[config.mk]
export PLATFORM = sky130hd
export DESIGN_NAME = mux_pipe_n
export DESIGN_NICKNAME = d
export VERILOG_FILES = /design/src/rtl/mux_pipe_n.sv
export SDC_FILE = /design/constraint.sdc
export NUM_CORES = 1
export LEC_CHECK = 0
export CAP_MARGIN = 20
export CORE_UTILIZATION = 34
export CTS_BUF_LIST = sky130_fd_sc_hd__clkbuf_8
export DETAILED_ROUTE_END_ITERATION = 16
export GPL_ROUTABILITY_DRIVEN = 0
export PLACE_DENSITY_LB_ADDON = 0.25
export RECOVER_POWER = 25
export SYNTH_ARGS = -nofsm -noshare
export SYNTH_HDL_FRONTEND = slang
export SYNTH_SLANG_ARGS = --single-unit
[constraint.sdc]
create_clock -name clk -period 2.2 [get_ports clk]
set_input_delay 0.22 -clock clk [delete_from_list [all_inputs] [get_ports clk]]
set_output_delay 0.22 -clock clk [all_outputs]
set_load 0.005 [all_outputs]
[src/rtl/mux_pipe_n.sv]
// N:1 datapath select feeding a two-entry skid-buffered output register stage.
// Optional MUX_HOLD_LAST_EN: out-of-range selects return the last in-range word instead of zero.
module mux_pipe_n #(
    parameter int WIDTH  = 32,
    parameter int NUM_IN = 4,
    parameter int SEL_W  = 2
) (
    input  logic                    clk,
    input  logic                    rst,
    input  logic [NUM_IN*WIDTH-1:0] in_data,
    input  logic [SEL_W-1:0]        in_sel,
    input  logic                    in_valid,
    output logic                    in_ready,
    output logic [WIDTH-1:0]        out_data,
    output logic [SEL_W-1:0]        out_sel,
    output logic                    out_err,
    output logic                    out_valid,
    input  logic                    out_ready
);

    typedef enum logic [1:0] {
        EMPTY = 2'd0,
        ONE   = 2'd1,
        FULL  = 2'd2
    } state_t;

    // One extra bit so NUM_IN == 2**SEL_W is still representable.
    localparam logic [SEL_W:0] NUM_IN_W = (SEL_W+1)'(NUM_IN);

    state_t             r_state;
    state_t             w_next;
    logic [WIDTH-1:0]   r_mainData;
    logic [SEL_W-1:0]   r_mainSel;
    logic               r_mainErr;
    logic [WIDTH-1:0]   r_skidData;
    logic [SEL_W-1:0]   r_skidSel;
    logic               r_skidErr;

    logic               w_accept;
    logic               w_drain;
    logic               w_inRange;
    logic [WIDTH-1:0]   w_selData;
    logic [WIDTH-1:0]   w_newData;
    logic               w_loadMainNew;
    logic               w_loadMainSkid;
    logic               w_loadSkid;

    assign in_ready  = (r_state != FULL);
    assign out_valid = (r_state != EMPTY);
    assign out_data  = r_mainData;
    assign out_sel   = r_mainSel;
    assign out_err   = r_mainErr;

    assign w_accept  = in_valid & in_ready;
    assign w_drain   = out_valid & out_ready;
    assign w_inRange = ({1'b0, in_sel} < NUM_IN_W);

    always_comb begin
        w_selData = '0;
        for (int k = 0; k < NUM_IN; k++) begin
            if (in_sel == SEL_W'(k)) begin
                w_selData = in_data[k*WIDTH +: WIDTH];
            end
        end
    end

`ifdef MUX_HOLD_LAST_EN
    logic [WIDTH-1:0] r_holdLast;

    always_ff @(posedge clk) begin
        if (rst) begin
            r_holdLast <= '0;
        end else if (w_accept && w_inRange) begin
            r_holdLast <= w_selData;
        end
    end

    assign w_newData = w_inRange ? w_selData : r_holdLast;
`else
    assign w_newData = w_inRange ? w_selData : '0;
`endif

    always_ff @(posedge clk) begin
        if (rst) begin
            r_state <= EMPTY;
        end else begin
            r_state <= w_next;
        end
    end

    always_comb begin
        w_next         = r_state;
        w_loadMainNew  = 1'b0;
        w_loadMainSkid = 1'b0;
        w_loadSkid     = 1'b0;
        case (r_state)
            EMPTY: begin
                if (w_accept) begin
                    w_next        = ONE;
                    w_loadMainNew = 1'b1;
                end
            end
            ONE: begin
                if (w_accept && w_drain) begin
                    w_loadMainNew = 1'b1;
                end else if (w_accept) begin
                    w_next     = FULL;
                    w_loadSkid = 1'b1;
                end else if (w_drain) begin
                    w_next = EMPTY;
                end
            end
            FULL: begin
                if (w_drain) begin
                    w_next         = ONE;
                    w_loadMainSkid = 1'b1;
                end
            end
            default: w_next = EMPTY;
        endcase
    end

    // Main always presents the oldest word; skid only ever holds the one behind it.
    always_ff @(posedge clk) begin
        if (rst) begin
            r_mainData <= '0;
            r_mainSel  <= '0;
            r_mainErr  <= 1'b0;
            r_skidData <= '0;
            r_skidSel  <= '0;
            r_skidErr  <= 1'b0;
        end else begin
            if (w_loadMainNew) begin
                r_mainData <= w_newData;
                r_mainSel  <= in_sel;
                r_mainErr  <= ~w_inRange;
            end else if (w_loadMainSkid) begin
                r_mainData <= r_skidData;
                r_mainSel  <= r_skidSel;
                r_mainErr  <= r_skidErr;
            end
            if (w_loadSkid) begin
                r_skidData <= w_newData;
                r_skidSel  <= in_sel;
                r_skidErr  <= ~w_inRange;
            end
        end
    end

endmodule

---- Word-level counts from Yosys, hierarchy flattened ----
Cells that the tools add are included.
storage, ports and cells
  bits in registers ....................... 70
  input bits .............................. 134
  output and inout port bits .............. 37
  logic and storage cells ................. 44
operators by class
  equality and inequality tests ........... 10
  multiplexer cells ....................... 21
  bitwise gates (word level) .............. 2
  reductions and logical operators ........ 6
operator list
  operator                                                               number
  32-bit two-way mux                                                     6
  2-bit two-way mux                                                      7
  2-bit inequality test, second input constant                           4
  2-bit equality test, second input constant                             3
  1-bit two-way mux                                                      6
  2-bit case mux with 3 select lines                                     1
  2-bit by 1-bit equality test with 1-bit output, second input constant  2
  2-bit zero test                                                        2
  4-bit AND reduction                                                    1
  2-bit nonzero test                                                     2
  3-bit inequality test, second input constant                           1
  1-bit AND                                                              2
  1-bit case mux with 2 select lines                                     1
  1-bit logical AND                                                      1

---- Logic depth before layout (Yosys ltp) ----
Gate-level depths: netlist of the first run.
  word-level depth ........................ 6
  mapped depth ............................ 6
  depth with buffers taken out ............ 3

---- Worst setup path after synthesis of the first run ----
OpenSTA, ideal clock, no wires.
  kind .................................... register -> register
  from .................................... reg r_state[1]
  to ...................................... reg r_mainData[20], in the netlist out_data[20]
  library setup time ...................... 0.147 ns
  arrival ................................. 1.278 ns
  data required time ...................... 2.053 ns
  slack ................................... 0.775 ns
  cell stages (with the launch flop) ...... 6
  path buffers ............................ 2
  clock period less this slack ............ 1.425 ns
  cells stage by stage .................... dfxtp_1 -> buf_6 -> mux2_4 -> clkbuf_1 -> a211oi_1 -> a311oi_2
on the way
  cells in the longest elaborated chain, start to end .. 6
  elaborated cells between the ends (all ways) .. 15
  those cells by class .................... eq/ne: 3; mux: 6; bitwise: 2; reduce/logical: 4
ends and longest elaborated chain
  element                                                             line    text
  from (decl)                                                         30      state_t r_state;
  from (signal assigned)                                              87      r_state <= w_next;
  2-bit inequality test / 2-bit nonzero test (equally long branches)  48, 49
  1-bit AND, on equally long branches                                 54, 55
  1-bit logical AND                                                   104     if (w_accept && w_drain) begin
  1-bit two-way mux                                                   104
  1-bit case mux with 2 select lines                                  96      case (r_state)
  32-bit two-way mux / 2-bit nonzero test (equally long branches)     -
  to (signal assigned)                                                134     r_mainData <= w_newData;
  to (signal assigned)                                                138     r_mainData <= r_skidData;
  to (decl)                                                           32      logic [WIDTH-1:0] r_mainData;
Several ways; a longest one is shown, not always the timed one.
A chain may end at the register's enable or synchronous reset.

---- Final worst setup path of the first run ----
  from .................................... reg r_state[0]
  to ...................................... out in_ready
on the way
  cells in the longest elaborated chain, start to end .. 1
ends and longest elaborated chain
  element                line  text
  2-bit inequality test  48    assign in_ready = (r_state != FULL);
  to (decl)              13    output logic in_ready,
No other way between the ends.

==> results.md, run 1 <==
* Status: complete, no violations
* Final core occ at 52.4%
* Fin. Hold Viols at 0
* DP HPWL at 8.52 mm
* Fillers at 1041
* Cell taking the most area after synthesis: dfxtp_1
* Post-CTS sizing at 0
* Post-CTS Setup Bufs at 0
* Setup crit start kind: flop
* Pwr dens at 581 nW/um2
* Synthesized Nets at 533
* Initial Util at 34.8%
* P_leak at 2.09 nW
* WL final at 11.8 mm
* Kind of critical path: flop to output pin
* Sequential cell area at approximately 1400 um2
* I/O pins at 171
* CTS tree: built
* Fin area at 5960 um2
* Synth top area cells: dfxtp_1, mux4_2, a311oi_2
* Post-synthesis register bit count at 70
* Clock sinks at 70
* Synth Instances at 399
* Global-route wire length before repair at around 19 mm
* Crit share post-route at 88.9%
* Wire per inst at 17.0 um
* DR vias at 3694
* Setup crit end kind: output pin
* Fin crit period at 1960 ps
* Vias in the first global route at 3623
* Setup violators final at 0
* Final ANT Viol Nets at 0
* GRT overflow at 0
* CP Max Fanout at 25
* Max Slew Vio Count at 0
* Synth Warn # at 0
* Clock-pin slew on the worst setup and hold paths at 80 ps
* I/O Buffers at 169
* Rel. slew slack at between 40% and 50%
* Die height at 110 um
* Residual DRC count at 0
* Maxcap violations at 0
* H-tree Lvls at 3
* Setup tns final at 0 ps
* Fmax at 511 MHz
* Worst Hold Path Cells at 3
* Seq/Total Area, Yosys at 35.4%
* Clock buffer depth at 2
* Synth-to-Final Area Change at 50.5%
* Starting DRC count in detailed routing at 157
* Worst R2R Path Depth at 4
* Pin count of the biggest net entering global routing at 71
* Final Skew at around 8.5 ps
* DP Worst Slack at 128 ps
* Routed vias/inst at ~5.3
* Post-CTS Hold Fix Bufs at 0
* Mapped cell area at roughly 4000 um2
* Clock Latency Late Sink at 350 ps
* Core area at 11400 um2
* Area of the multi-input gates at 2270 um2
* Drt pass-1 iters at 4
* Layout cells sized above 1 at 16.7%
* EDFF count, synth at 0
* Initial antenna violation count at 0
* Final #Nets at 681
* Post-synth ARST share at 0%
* Post-synth top area share at 35.4%
* Tot Pwr at roughly 0.0035 W
* Setup WS post-layout at 244 ps
* CP arrival at around 1700 ps
* GRT Overall Usage at 20.4%
* Die width at 110 um
* Slew @ Worst Pin at 761 ps
* Synth Area per Inst at 9.92 um2
* RSZ-0062 raised after global routing: false
* Synth unique cells at 34
* VDD IR-drop max at 0.000374 V
* Count leader, synth: nand2_1
* Synth top cells by count: nand2_1, dfxtp_1, a211oi_1, a21oi_1, mux4_2
* Total CTS buffers at 9
* Main synth FF type: dfxtp_1
* CTS root buffer: clkbuf_8
* Die Footprint at about 12000 um2
* Hold Crit Class: input pin to flop
* Placed inst area at 5770 um2
* ANT cells at 0
* CP Data Required Time at 1980 ps
* Rows at 39
-- area by class of cell --
type                       count  area share (%)
clock buffer                  10            2.31
clock inverter                 6            1.43
inverter                       1          0.0630
multi-input combinational    279            38.2
sequential                    70            23.5
tap                          143            3.00
timing repair buffer         186            31.5
-- worst max-delay path: stages (launching register included) --
cell and delay [ps]:
dfxtp_1 480, inv_2 250, nand2_1 160, clkdlybuf4s50_1 510
-- placed cells by master (no fill, tap or decap), drive strengths merged, types with 19 or more instances in the layout --
cell type      instances
a211oi                35
o21ai                 22
a21oi                 35
clkdlybuf4s50        154
a311oi                22
dfxtp                 70
mux4                  32
nand2                 73
buf                   19
nand3                 22
-- logic make-up (layout without fill, tap and decap cells) --
group                  after synthesis  after routing  synth area share (%)
buffers and inverters               50            203                  7.27
other                                1              1                0.0948
DFF                                 70             70                  35.4
AOI/OAI and AO/OA                  116            116                  22.3
muxes                               45             45                  21.6
and+or+nand+nor                    117            117                  13.3
-- sequential cells by signal, summed over array words and instances, names as in the netlist --
name / flops
out_data: 32
r_state: 2
r_skidSel: 2
r_skidData: 32
out_sel: 2
-- routing by layer --
layer | part of all wire (%) | up-vias | track usage, %
li1 | - | 1799 | -
met1 | 43 | 1753 | 26.2
met2 | 49 | 134 | 32.8
met3 | 7.4 | 8 | 5.63
met4 | 0.79 | 0 | 6.95
met5 | 0 | - | 0
-- stage by stage --
step                      cells  hold slack (ps)
after floorplan             399              433
after global placement      679              440
after detailed placement    679              445
after CTS                   695              369
after global routing        695              371
final                       695              363
-- worst paths after layout --
path	start	to	slack [ps]
worst min register to register	r_skidData[31]	r_skidData[31]	450
worst min-delay path	rst	r_skidData[14]	360
worst max register to register	r_state[0]	r_skidData[1]	430
worst max-delay path	r_state[0]	in_ready	240
-- power breakdown --
part / switching (W) / total [W] / leakage (nW) / internal [W]
Combinational: 0.000361 / 0.000900 / 1.40 / 0.000539
Clock: 0.000496 / 0.00116 / 0.114 / 0.000667
Sequential: 0.0000494 / 0.00140 / 0.573 / 0.00135
Total: 0.000907 / 0.00346 / 2.09 / 0.00256
Power figures use the tool's default switching activity.
==> inputs of run 2 (changes only) <==
- CAP_MARGIN: 20 -> not set
- REMOVE_ABC_BUFFERS: not set -> 1
==> run 2 against run 1 <==
Core utilization fell by 0.63 points. Count of clock-buffer cells in the layout did not move. Non-clock buffer count rose by 1. Clock power is 25% lower. First-iteration DRC count shrank 25%. Clock skew up 3.3 ps. Critical endpoint unchanged. Sequential share of layout area increased by 0.29 points. Final area shrank 1.2%. Total power decreased by 8.9%. Highest routed layer unchanged. Die area unchanged. Sequential power about the same.
==> results.md, run 2 (same netlist as run 1, synthesis figures left out) <==
* DP HPWL at 8.17 mm (-4.1%)
* Global-route wire length before repair at 18.0 mm (-2.8%)
* Fin area at 5890 um2 (-1.2%)
* Setup WS post-layout at 179 ps (-65.1 ps)
* RSZ-0062 raised after global routing: false
* Die width at 110 um (unchanged)
* Vias in the first global route at 3717 (+2.6%)
* VDD IR-drop max at 0.000305 V (-18%)
* Fmax at 495 MHz (-3.2%)
* Setup crit end kind: output pin
* Pwr dens at 536 nW/um2 (-7.8%)
* Worst path max stage delay at 510 ps (about the same)
* WL final at 11.6 mm (-2.0%)
* Final #Nets at 682 (+0.15%)
* Clock buffer depth at 2 (unchanged)
* Worst hold slack at 382 ps (+18.9 ps)
* Status: complete, no violations
* Post-CTS Setup Bufs at 0 (unchanged)
* Drt pass-1 iters at 4 (unchanged)
* Max Slew Vio Count at 0 (unchanged)
* P_leak at 2.09 nW (+0.30%)
* Rows at 39 (unchanged)
* Fin crit period at 2020 ps (+65.1 ps)
* GRT overflow at 0 (unchanged)
* Core area at 11400 um2 (unchanged)
* Layout cells sized above 1 at 16.5% (-0.21 points)
* Clock sinks at 70 (unchanged)
* I/O pins at 171 (unchanged)
* Fin. Hold Viols at 0 (unchanged)
* Rel. slew slack at 42.9% (-6.4 points)
* Wire per inst at 16.7 um (-2.2%)
* Worst path slowest cell: clkdlybuf4s50_1
* Post-CTS Hold Fix Bufs at 0 (unchanged)
* Setup crit start kind: flop
* Critical path, cell by cell: inv_2 -> nand2_1 -> clkdlybuf4s50_1
* Routed vias/inst at 5.39 (+1.4%)
* Fillers at 1044 (+0.29%)
* Pin count of the biggest net entering global routing at 71 (unchanged)
* CTS root buffer: clkbuf_8
* ANT cells at 0 (unchanged)
* CP Data Required Time at 1980 ps (about the same)
* Total CTS buffers at 9 (unchanged)
* GRT Overall Usage at 19.7% (-0.72 points)
* Die Footprint at 12100 um2 (unchanged)
* Maxcap violations at 0 (unchanged)
* H-tree Lvls at 3 (unchanged)
* CP Max Fanout at 25 (unchanged)
* Commonest non-fill, non-tap cell in the layout: clkdlybuf4s50_1
* Final Skew at 11.8 ps (+3.33 ps)
* Residual DRC count at 0 (unchanged)
* Most frequent cells in the layout: clkdlybuf4s50_1, nand2_1, dfxtp_1, a211oi_1, a21oi_1
* Die height at 110 um (unchanged)
* I/O Buffers at 169 (unchanged)
* Starting DRC count in detailed routing at 118 (-25%)
* Clock Latency Late Sink at 340 ps (about the same)
* Setup violators final at 0 (unchanged)
* Synth-to-Final Area Change at 48.7%
* Clock-pin slew on the worst setup and hold paths at 80 ps (about the same)
* Crit share post-route at 91.9% (+3.0 points)
* Fin cells at 696 (+0.14%)
* Hold Crit Class: input pin to flop
* CP arrival at 1800 ps (+60 ps)
* Dpl cells at 680 (+0.15%)
* Kind of critical path: flop to output pin
* Placed inst area at 5750 um2 (-0.22%)
* CTS tree: built
* Initial Util at 34.8% (unchanged)
* DP Worst Slack at 304 ps (+177 ps)
* Initial antenna violation count at 0 (unchanged)
* DR vias at 3752 (+1.6%)
* Final ANT Viol Nets at 0 (unchanged)
* Slew @ Worst Pin at 857 ps (+96.1 ps)
* Post-CTS sizing at 0 (unchanged)
run 2: cell count changes in the layout (fill, tap and decap cells not counted), sizes merged:
cell,delta
bufinv,-2
inv,+3
clkdlybuf4s50,-10
dlygate4sd3,+10
buf,+1
clkinvlp,-1
run 2: report_power, final:
part / total (W) / switching (W) / internal, W
Clock: 0.000866 / 0.000448 / 0.000418
Combinational: 0.000890 / 0.000360 / 0.000530
Sequential: 0.00140 / 0.0000480 / 0.00135
Total: 0.00315 / 0.000856 / 0.00230
run 2: cell type report:
cell class                      instances  area (um2)  area share [%]
Multi-Input combinational cell        279        2280            38.7
Timing Repair Buffer                  187        1860            31.6
Sequential cell                        70        1400            23.8
Tap cell                              143         179            3.04
Clock buffer                           10         138            2.34
Clock inverter                          6        23.8           0.404
Inverter                                1        3.75          0.0638
run 2: final timing paths:
path,from,slack (ps),to,depth (start not counted)
max,r_state[0],180,in_ready,3
min,in_sel[0],380,r_skidSel[0],4
min reg2reg,r_skidData[31],450,r_skidData[31],2
max reg2reg,r_state[0],380,out_data[22],4
run 2: metal layers:
layer	GRT usage, %	up-vias	routed length, um
met5	0	-	0
met3	5.57	7	946
met4	5.52	0	99
met2	35.8	144	6020
li1	-	1803	-
met1	22.2	1798	4540
run 2: through the flow:
step                util [%]  setup TNS, ps  total power [W]
floorplan                  -         -31680          0.00179
finish                  51.8              0          0.00315
global route            51.8              0          0.00332
detailed placement      50.6              0          0.00235
CTS                     52.0              0          0.00321
global placement        50.6              0          0.00233
run 2: worst max-delay path: cells and delay by family, from the launching register on:
family	cells	cell delay [ps]
flops	1	500
simple gates	1	180
buf+inv	2	780
==> inputs of run 3 (changes only) <==
- CORE_UTILIZATION: 34 -> 40
==> run 3 against run 2 <==
Non-clock buffer count shrank 2. Clock power up 36%. Sequential power about the same. Sequential share of layout area decreased by 0.32 points. Maximum frequency up 0.60%. Largest power group unchanged.
==> results.md, run 3 (same netlist as run 1, synthesis figures left out) <==
* Fillers at 787 (-25%)
* Final ANT Viol Nets at 0 (unchanged)
* GRT Overall Usage at 23.8% (+4.1 points)
* Initial Util at 42.0% (+7.2 points)
* Clock buffer depth at 2 (unchanged)
* H-tree Lvls at 3 (unchanged)
* WL final at 11.8 mm (+2.1%)
* Die height at 101 um (-7.7%)
* Hold Crit Class: input pin to flop
* CP Data Required Time at 1980 ps (about the same)
* Sequential cell area at 1400 um2 (unchanged)
* CP Max Fanout at 25 (unchanged)
* ANT cells at 0 (unchanged)
* Global-route wire length before repair at 18.8 mm (+4.6%)
* Critical path, cell by cell: inv_2 -> nand2_1 -> clkdlybuf4s50_1
* Status: complete, no violations
* Crit share post-route at 91.3% (-0.55 points)
* Die Footprint at 10300 um2 (-15%)
* Final Skew at 8.09 ps (-3.75 ps)
* Met2 usage at 42.2% (+6.4 points)
* Max Slew Vio Count at 0 (unchanged)
* Most frequent cells in the layout: clkdlybuf4s50_1, nand2_1, dfxtp_1, a211oi_1, a21oi_1
* Core area at 9420 um2 (-17%)
* Synth-to-Final Area Change at 50.8%
* I/O pins at 171 (unchanged)
* VDD IR-drop max at 0.000285 V (-6.6%)
* Vias in the first global route at 3929 (+5.7%)
* Placed inst area at 5740 um2 (-0.17%)
* Pin count of the biggest net entering global routing at 71 (unchanged)
* Global route hottest layer: met2
* Final #Nets at 680 (-0.29%)
* Clock sinks at 70 (unchanged)
* DP HPWL at 8.07 mm (-1.3%)
* P_leak at 2.11 nW (+1.0%)
* Setup tns final at 0 ps (unchanged)
* I/O Buffers at 169 (unchanged)
* Final core occ at 63.4% (+12 points)
* Drt pass-1 iters at 4 (unchanged)
* Post-CTS Setup Bufs at 0 (unchanged)
* Grt met3 use at 5.45% (-0.12 points)
* CTS root buffer: clkbuf_8
* Fmax at 498 MHz (+0.60%)
* Fin area at 5970 um2 (+1.4%)
* Post-CTS Hold Fix Bufs at 0 (unchanged)
* Worst path max stage delay at 510 ps (about the same)
* Pwr dens at 583 nW/um2 (+8.7%)
* CTS tree: built
* RSZ-0062 raised after global routing: false
* Slew @ Worst Pin at 553 ps (-305 ps)
* Starting DRC count in detailed routing at 206 (+75%)
* Residual DRC count at 0 (unchanged)
* Fin. Hold Viols at 0 (unchanged)
* Post-CTS sizing at 0 (unchanged)
* Met1 Use GR at 28.0% (+5.8 points)
* Area of the multi-input gates at 2290 um2 (+0.66%)
* Die width at 101 um (-7.7%)
* Setup violators final at 0 (unchanged)
* Kind of critical path: flop to output pin
* Clock-pin slew on the worst setup and hold paths at 80 ps (about the same)
* Layout cells sized above 1 at 17.2% (+0.79 points)
* Clock Latency Late Sink at 350 ps (about the same)
* Setup crit end kind: output pin
* Setup crit start kind: flop
* Maxcap violations at 0 (unchanged)
* Rows at 35 (-10%)
* Total CTS buffers at 9 (unchanged)
* Wire per inst at 17.4 um (+4.5%)
* GRT overflow at 0 (unchanged)
* Fin crit period at 2010 ps (-12.1 ps)
* CP arrival at 1790 ps (about the same)
* Commonest non-fill, non-tap cell in the layout: clkdlybuf4s50_1
* DR vias at 3796 (+1.2%)
* Worst path slowest cell: clkdlybuf4s50_1
* Initial antenna violation count at 0 (unchanged)
* Routed vias/inst at 5.58 (+3.6%)
* Rel. slew slack at 63.1% (+20 points)
-- run 3: cell types whose count changed in the layout (fill, tap and decap cells not counted), sizes merged --
cell | previous run | this run
dlygate4sd3 | 22 | 26
clkinv | 1 | 2
clkdlybuf4s50 | 144 | 140
buf | 20 | 19
clkbuf | 11 | 10
bufinv | 0 | 2
inv | 6 | 1
clkinvlp | 0 | 2
-- run 3: layout make-up --
class	instances	share of cell area [%]
clock inverters	6	1.43
multi-input cells	279	38.4
inverters	1	0.0629
flip-flops and latches	70	23.5
repair buffers	185	31.6
clock buffers	10	2.31
well taps	129	2.70
-- run 3: per-stage QoR --
stage / hold WS (ps) / worst slack [ps] / std cells / total power [W]
2_1_floorplan: 288 / -945 / 350 / 0.00179
3_3_place_gp: 438 / 242 / 664 / 0.00232
3_5_place_dp: 446 / 119 / 664 / 0.00234
4_1_cts: 371 / 163 / 680 / 0.00352
5_1_grt: 390 / 44.1 / 680 / 0.00362
6_report: 387 / 191 / 680 / 0.00348
-- run 3: path summary, 6_finish.rpt --
check | from | end | slack (ps) | depth (start not counted)
worst max-delay path | r_state[0] | in_ready | 190 | 3
worst min-delay path | rst | r_skidData[26] | 390 | 3
worst max register to register | r_state[1] | out_data[0] | 340 | 4
worst min register to register | r_skidData[30] | r_skidData[30] | 460 | 2
-- run 3: routing by layer --
layer,wire (um),vias up
met2,6020,174
met4,122,0
met1,4660,1812
met5,0,-
met3,1040,12
li1,-,1798
-- run 3: where the power goes --
group | switching, W | leakage, nW | internal (W)
Clock | 0.000516 | 0.108 | 0.000665
Combinational | 0.000363 | 1.43 | 0.000535
Sequential | 0.0000496 | 0.573 | 0.00135
-- run 3: worst max-delay path, delay by kind of cell, from the launching register on --
family / cells / cell delay (ps)
buffers and inverters: 2 / 780
flip-flops: 1 / 500
AND/OR/NAND/NOR: 1 / 160
